`config.mk`:
```
export PLATFORM = sky130hd
export DESIGN_NAME = counter_4bit_sync
export DESIGN_NICKNAME = d
export VERILOG_FILES = /design/src/rtl/counter_4bit_sync.sv
export SDC_FILE = /design/constraint.sdc
export NUM_CORES = 1
export LEC_CHECK = 0
export ABC_AREA = 1
export CORE_AREA = 3 3 40 42
export CTS_CLUSTER_SIZE = 28
export DETAILED_ROUTE_END_ITERATION = 6
export DIE_AREA = 0 0 43 45
export GPL_ROUTABILITY_DRIVEN = 1
export SYNTH_ARGS = -nofsm -noshare
export SYNTH_HDL_FRONTEND = slang
export SYNTH_SLANG_ARGS = --single-unit
```
`constraint.sdc`:
```
create_clock -name clk -period 1.65 [get_ports clk]
set_input_delay 0.2475 -clock clk [delete_from_list [all_inputs] [get_ports clk]]
set_output_delay 0.2475 -clock clk [all_outputs]
set_load 0.05 [all_outputs]
```
`src/rtl/counter_4bit_sync.sv`:
```
// Modulo-N 4-bit up/down counter with synchronous reset, parallel load and a
// terminal-count flag (Rc) intended to drive the enable of a cascaded stage.
module counter_4bit_sync #(
  parameter int MOD_VAL   = 16,
  parameter int RESET_VAL = 0
) (
  input  logic       clk,
  input  logic       rst,
  input  logic       en,
  input  logic       ld,
  input  logic [3:0] d,
  input  logic       up,
  output logic       Qa,
  output logic       Qb,
  output logic       Qc,
  output logic       Qd,
  output logic       Rc
);

  localparam logic [3:0] QMAX = 4'(MOD_VAL - 1);
  localparam logic [3:0] QRST = 4'(RESET_VAL);
  localparam logic [4:0] MOD5 = 5'(MOD_VAL);

  logic [3:0] q, q_nxt, d_mod;
  logic [4:0] d_rem;

  // Remainder is always < MOD_VAL <= 16, so the low nibble carries it fully.
  assign d_rem = {1'b0, d} % MOD5;
  assign d_mod = d_rem[3:0];

  always_comb begin
    q_nxt = q;
    if (ld)
      q_nxt = d_mod;
    else if (en) begin
      if (up) q_nxt = (q == QMAX) ? 4'd0 : q + 4'd1;
      else    q_nxt = (q == 4'd0) ? QMAX : q - 4'd1;
    end
  end

  always_ff @(posedge clk) begin
    if (rst) q <= QRST;
    else     q <= q_nxt;
  end

  assign {Qd, Qc, Qb, Qa} = q;
  assign Rc = en & (up ? (q == QMAX) : (q == 4'd0));

endmodule

```
* Word level (Yosys, flattened, before mapping)
Cells that the tools add are included.
** Storage, ports and cells
- Logic and storage cells :: 13
- Bits of input ports :: 9
- Output and inout port bits :: 5
- Register bits :: 4
** Cells by class
- Equal/unequal tests :: 1
- Muxes and demuxes :: 6
- Add/sub/neg operators :: 2
- Bitwise gates (word level) :: 1
- Reduce and logical (&&, ||, !) cells :: 2
** Operator list (count)
- $mux 4 :: 5
- $add 4x1->4 const B :: 1
- $eq 4x4->1 const B :: 1
- $logic_not 4->1 :: 1
- $sub 4x1->4 const B :: 1
- $reduce_bool 2->1 :: 1
- $and 1x1->1 :: 1
- $mux 1 :: 1

* Logic depth before layout (Yosys ltp)
Gate-level depths: netlist of run 1.
- Depth after elaboration :: 5
- Mapped depth :: 8

* Worst setup path after synthesis of run 1
Ideal clock, no wire load.
- Path kind :: register to output
- Start point :: register q[1]
- End point :: output port Rc
- Arrival time :: 2.007 ns
- Stages on the path, launching flop included :: 6
- Path slack :: -0.605 ns
- Cell sequence :: dfxtp_1 > ha_1 > nand3_2 > nor2_1 > inv_1 > a21boi_1
** On the way
- Word-level cells in the longest chain between the ends :: 3
- Elaborated cells on any way between the ends :: 4
- Classes of those cells :: eq/ne: 1; mux: 1; bitwise: 1; reduce/logical: 1
** Ends and longest elaborated chain
- start, declared :: RTL line 24 : logic [3:0] q, q_nxt, d_mod;
- start signal, assigned :: RTL line 43 : else q <= q_nxt;
- $eq 4x4->1 / $logic_not 4->1 (equally long branches) :: RTL line 47 : assign Rc = en & (up ? (q == QMAX) : (q == 4'd0));
- $mux 1 * :: RTL line 47
- $and 1x1->1 * :: RTL line 47
- end, declared :: RTL line 17 : output logic Rc
Every way passes the cells marked *; elsewhere a longest branch is shown, timed or not.

* Worst setup path in the final report of run 1
- Start point :: register q[0]
- End point :: output port Rc
The elaborated chain is that of the path after synthesis.

==> summary.md, run 1 <==
| Metric | Value |
|---|---|
| GRT Total Usage | 12.1% |
| Min Hold Slack | 0.600 ns |
| CTS tree | built |
| Yosys top cell by area | dfxtp_1 |
| Syn avg cell area | 6.51 µm² |
| Total of max-cap violations | 0 |
| Critical Path RT | 1.40 ns |
| Die H | 45 µm |
| Ys Warns | 0 |
| GPL Wtd Cong | 0.754 |
| I/O pin count | 14 |
| Clk_skew | 0.00401 ns |
| Total negative setup slack | 0 ns |
| Peak supply drop | 0.000282 V |
| Routed len/inst | 11.9 µm |
| Max-slew violation count | 0 |
| Die area | 0.00194 mm² |
| Post-Synth XOR/XNOR Area | 4.90% |
| Int Pwr | 0.000267 W |
| Reg2Reg Depth | 7 |
| Worst setup SP type | register |
| Post-layout util | 46.5% |
| Outcome | finished clean |
| Routed via count | 423 |
| Routed WL | 1060 µm |
| IO Port Bufs | 13 |
| WHS Path Cells | 2 |
| Leakage power | 0.259 nW |
| Global-route wire length before repair | 1690 µm |
| Rows | 13 |
| Hold crit path type | reg -> reg |
| Clock Latency Late Sink | 0.24 ns |
| H-tree depth | 1 |
| Synth area leaders | dfxtp_1 (22%), nand2_1 (15%), nand3_1 (9.8%) |
| Main combinational cell family by area after synthesis | simple AND/OR/NAND/NOR gates |
| Layout fillers | 138 |
| Pwr Density | 711 mW/mm² |
| Effective utilization at floorplan | 27.8% |
| Met3 WL post-DR | 34 µm |
| M1 WL | 475 µm |
| RSZ-0062 raised after global routing | no |
| Switching Fraction | 37.3% |
| Synthesis-to-finish area growth | 67.1% |
| Die width | 43 µm |
| Drt pass-1 iters | 4 |
| Largest net degree at the start of global routing | 9 |
| Post-synthesis mux area share | 0% |
| Worst slew margin | 72.9% |
| Max FO, Critical Path | 5 |
| Longest Clk Path Bufs | 2 |
| Simple-Gate Fraction of Synth Area | 38.1% |
| Largest Register | q |
| Sequential power share | 29.6% |
| Reg2reg end | q[2]$_SDFFE_PP0P_ |
| CTS clk-pin slew, worst paths | 0.04 ns |
| WL met2 | 532 µm |
| Antenna-violating nets left | 0 |
| # clock sinks | 4 |
| Synth Cell Area | 358 µm² |
| Layout cell share with drive strength beyond 1 | 35.1% |
| Worst-Margin Slew | 0.406 ns |
| Post-CTS Hold Buffers | 0 |
| Highest routed metal layer | met4 |
| Root Driver | clkbuf_4 |
| Ant diodes | 0 |
| Hold_sp | q[3]$_SDFFE_PP0P_ |
| Hold path endpoint | q[3]$_SDFFE_PP0P_ |
| Critical R2R Launch | q[0]$_SDFFE_PP0P_ |
| F_max | 629 MHz |
| Synthesized flop and latch total | 4 |
| Tcrit/Tclk final | 96.4% |
| Inserted Clock Buffers | 3 |
| Net load switching power | 0.000159 W |
| Syn_nets | 66 |
| Setup-failing EPs final | 0 |
| Initial detailed-routing violation count | 5 |
| Comb power frac | 40.3% |
| Congestion Overflow GR | 0 |
| Unique masters post-synth | 18 |
| CORE AREA | 0.00128 mm² |
| Setup Crit Path Kind | reg -> out |
| Layout Nets | 87 |
| Post-synthesis adder-cell area fraction | 6.99% |
| Final Hold Viols | 0 |
| Share of the synthesized area in the top cell type | 22.4% |
| Post-synthesis compound-gate area fraction | 16.1% |
| Biggest regs | q: 4 flops |
| Max reg flops | 4 |
| Critical path capture point type | output port |
| Avg Vias per Cell | 4.75 |
| Crit path time final | 1.59 ns |
| Antenna violations before repair | 0 |
| DRC Markers | 0 |
| Clk pwr share | 30.1% |
| Worst endpoint data arrival time | 1.34 ns |
| Cell count after synthesis | 55 |
| Post-synthesis sequential area ratio | 22.4% |
| R2R setup slack | 0.47 ns |
| Number of global-route vias before repair | 396 |
| Detail Placement HPWL | 772 µm |
[metal layers]
metal | global-route usage, % | vias to the layer above
met2 | 18.6 | 13
met1 | 15.6 | 189
met5 | 0 | -
li1 | - | 219
met3 | 3.59 | 2
met4 | 5.42 | 0
[timing repair]
item | CTS | global route
endpoints found under the setup margin | 1 | 1
buffers inserted | 1 | 2
pin swaps | 2 | 3
gates resized for setup | 5 | 5
[metrics by stage]
step | std cells | area (µm²) | total power [W] | setup slack [ns]
global route | 89 | 598 | 0.000453 | 0.00301
global placement | 83 | 518 | 0.000280 | 0.103
finish | 89 | 598 | 0.000425 | 0.0600
CTS | 87 | 558 | 0.000409 | 0.00514
detailed placement | 83 | 518 | 0.000281 | 0.0923
floorplan | 55 | 373 | 0.000223 | 0.0165
[worst max path at each step]
stage / from / endpoint / slack [ns] / cells past startpoint
after global placement: up / Rc / 0.10 / 5
after floorplan: q[1]$_SDFFE_PP0P_ / Rc / 0.02 / 5
final: q[0]$_SDFFE_PP0P_ / Rc / 0.06 / 5
after CTS: q[0]$_SDFFE_PP0P_ / Rc / 0.005 / 6
after detailed placement: up / Rc / 0.09 / 5
after global routing: q[0]$_SDFFE_PP0P_ / Rc / 0.003 / 6
[critical path, stage by stage (launching register included)]
cell and delay [ns]:
dfxtp_4 0.36, inv_4 0.08, ha_4 0.14, nand4_1 0.15, a21boi_4 0.22, buf_12 0.15
[placed cells by master, fill, tap and decap left out, types with 2 or more instances in the layout]
cell              n
a21oi_1           4
nand3_1           7
clkbuf_4          3
nor2_1            3
inv_1             4
ha_4              2
inv_2             3
buf_4             8
clkdlybuf4s50_1   8
nand4_1           2
dfxtp_4           2
nand2_1          14
[cell usage after synthesis]
| cell type | instances |
|---|---|
| nand2_1 | 14 |
| nand3_1 | 7 |
| inv_1 | 6 |
| a21oi_1 | 4 |
| dfxtp_1 | 4 |
| nor2_1 | 4 |
| a21boi_1 | 2 |
| ha_1 | 2 |
| inv_2 | 2 |
| nand4_1 | 2 |
| a21oi_2 | 1 |
| a22oi_1 | 1 |
| a31oi_1 | 1 |
| buf_6 | 1 |
| nand3_2 | 1 |
| nor2_4 | 1 |
| xnor2_1 | 1 |
| xor2_1 | 1 |
[kinds of logic (layout without fill, tap and decap cells)]
logic type,count (synthesis),after routing
fa+ha+maj,2,2
flops,4,4
xor+xnor,2,2
compound gates,9,9
simple gates,29,29
buf+inv,9,28
[area by class of cell]
| type | count | area, µm² | area share (%) |
|---|---|---|---|
| inverter | 8 | 32.5 | 5.44 |
| sequential | 4 | 88.8 | 14.9 |
| tap | 15 | 18.8 | 3.14 |
| clock buffer | 3 | 22.5 | 3.77 |
| multi-input combinational | 42 | 275 | 46.0 |
| timing repair buffer | 17 | 160 | 26.8 |
[power by group through the flow]
| stage | Clock, W | Sequential [W] | Combinational [W] |
|---|---|---|---|
| after floorplan | 0 | 0.000148 | 0.0000750 |
| after global placement | 0 | 0.000128 | 0.000152 |
| after detailed placement | 0 | 0.000129 | 0.000152 |
| after CTS | 0.000126 | 0.000124 | 0.000159 |
| after global routing | 0.000136 | 0.000128 | 0.000189 |
| final | 0.000128 | 0.000126 | 0.000171 |
(Power assumes the default switching activity.)
==> run 2, diff against run 1 <==
- SLEW_MARGIN: not set -> 25
==> results of run 2 <==
Final layout, timing and power as in run 1 (identical DEF).
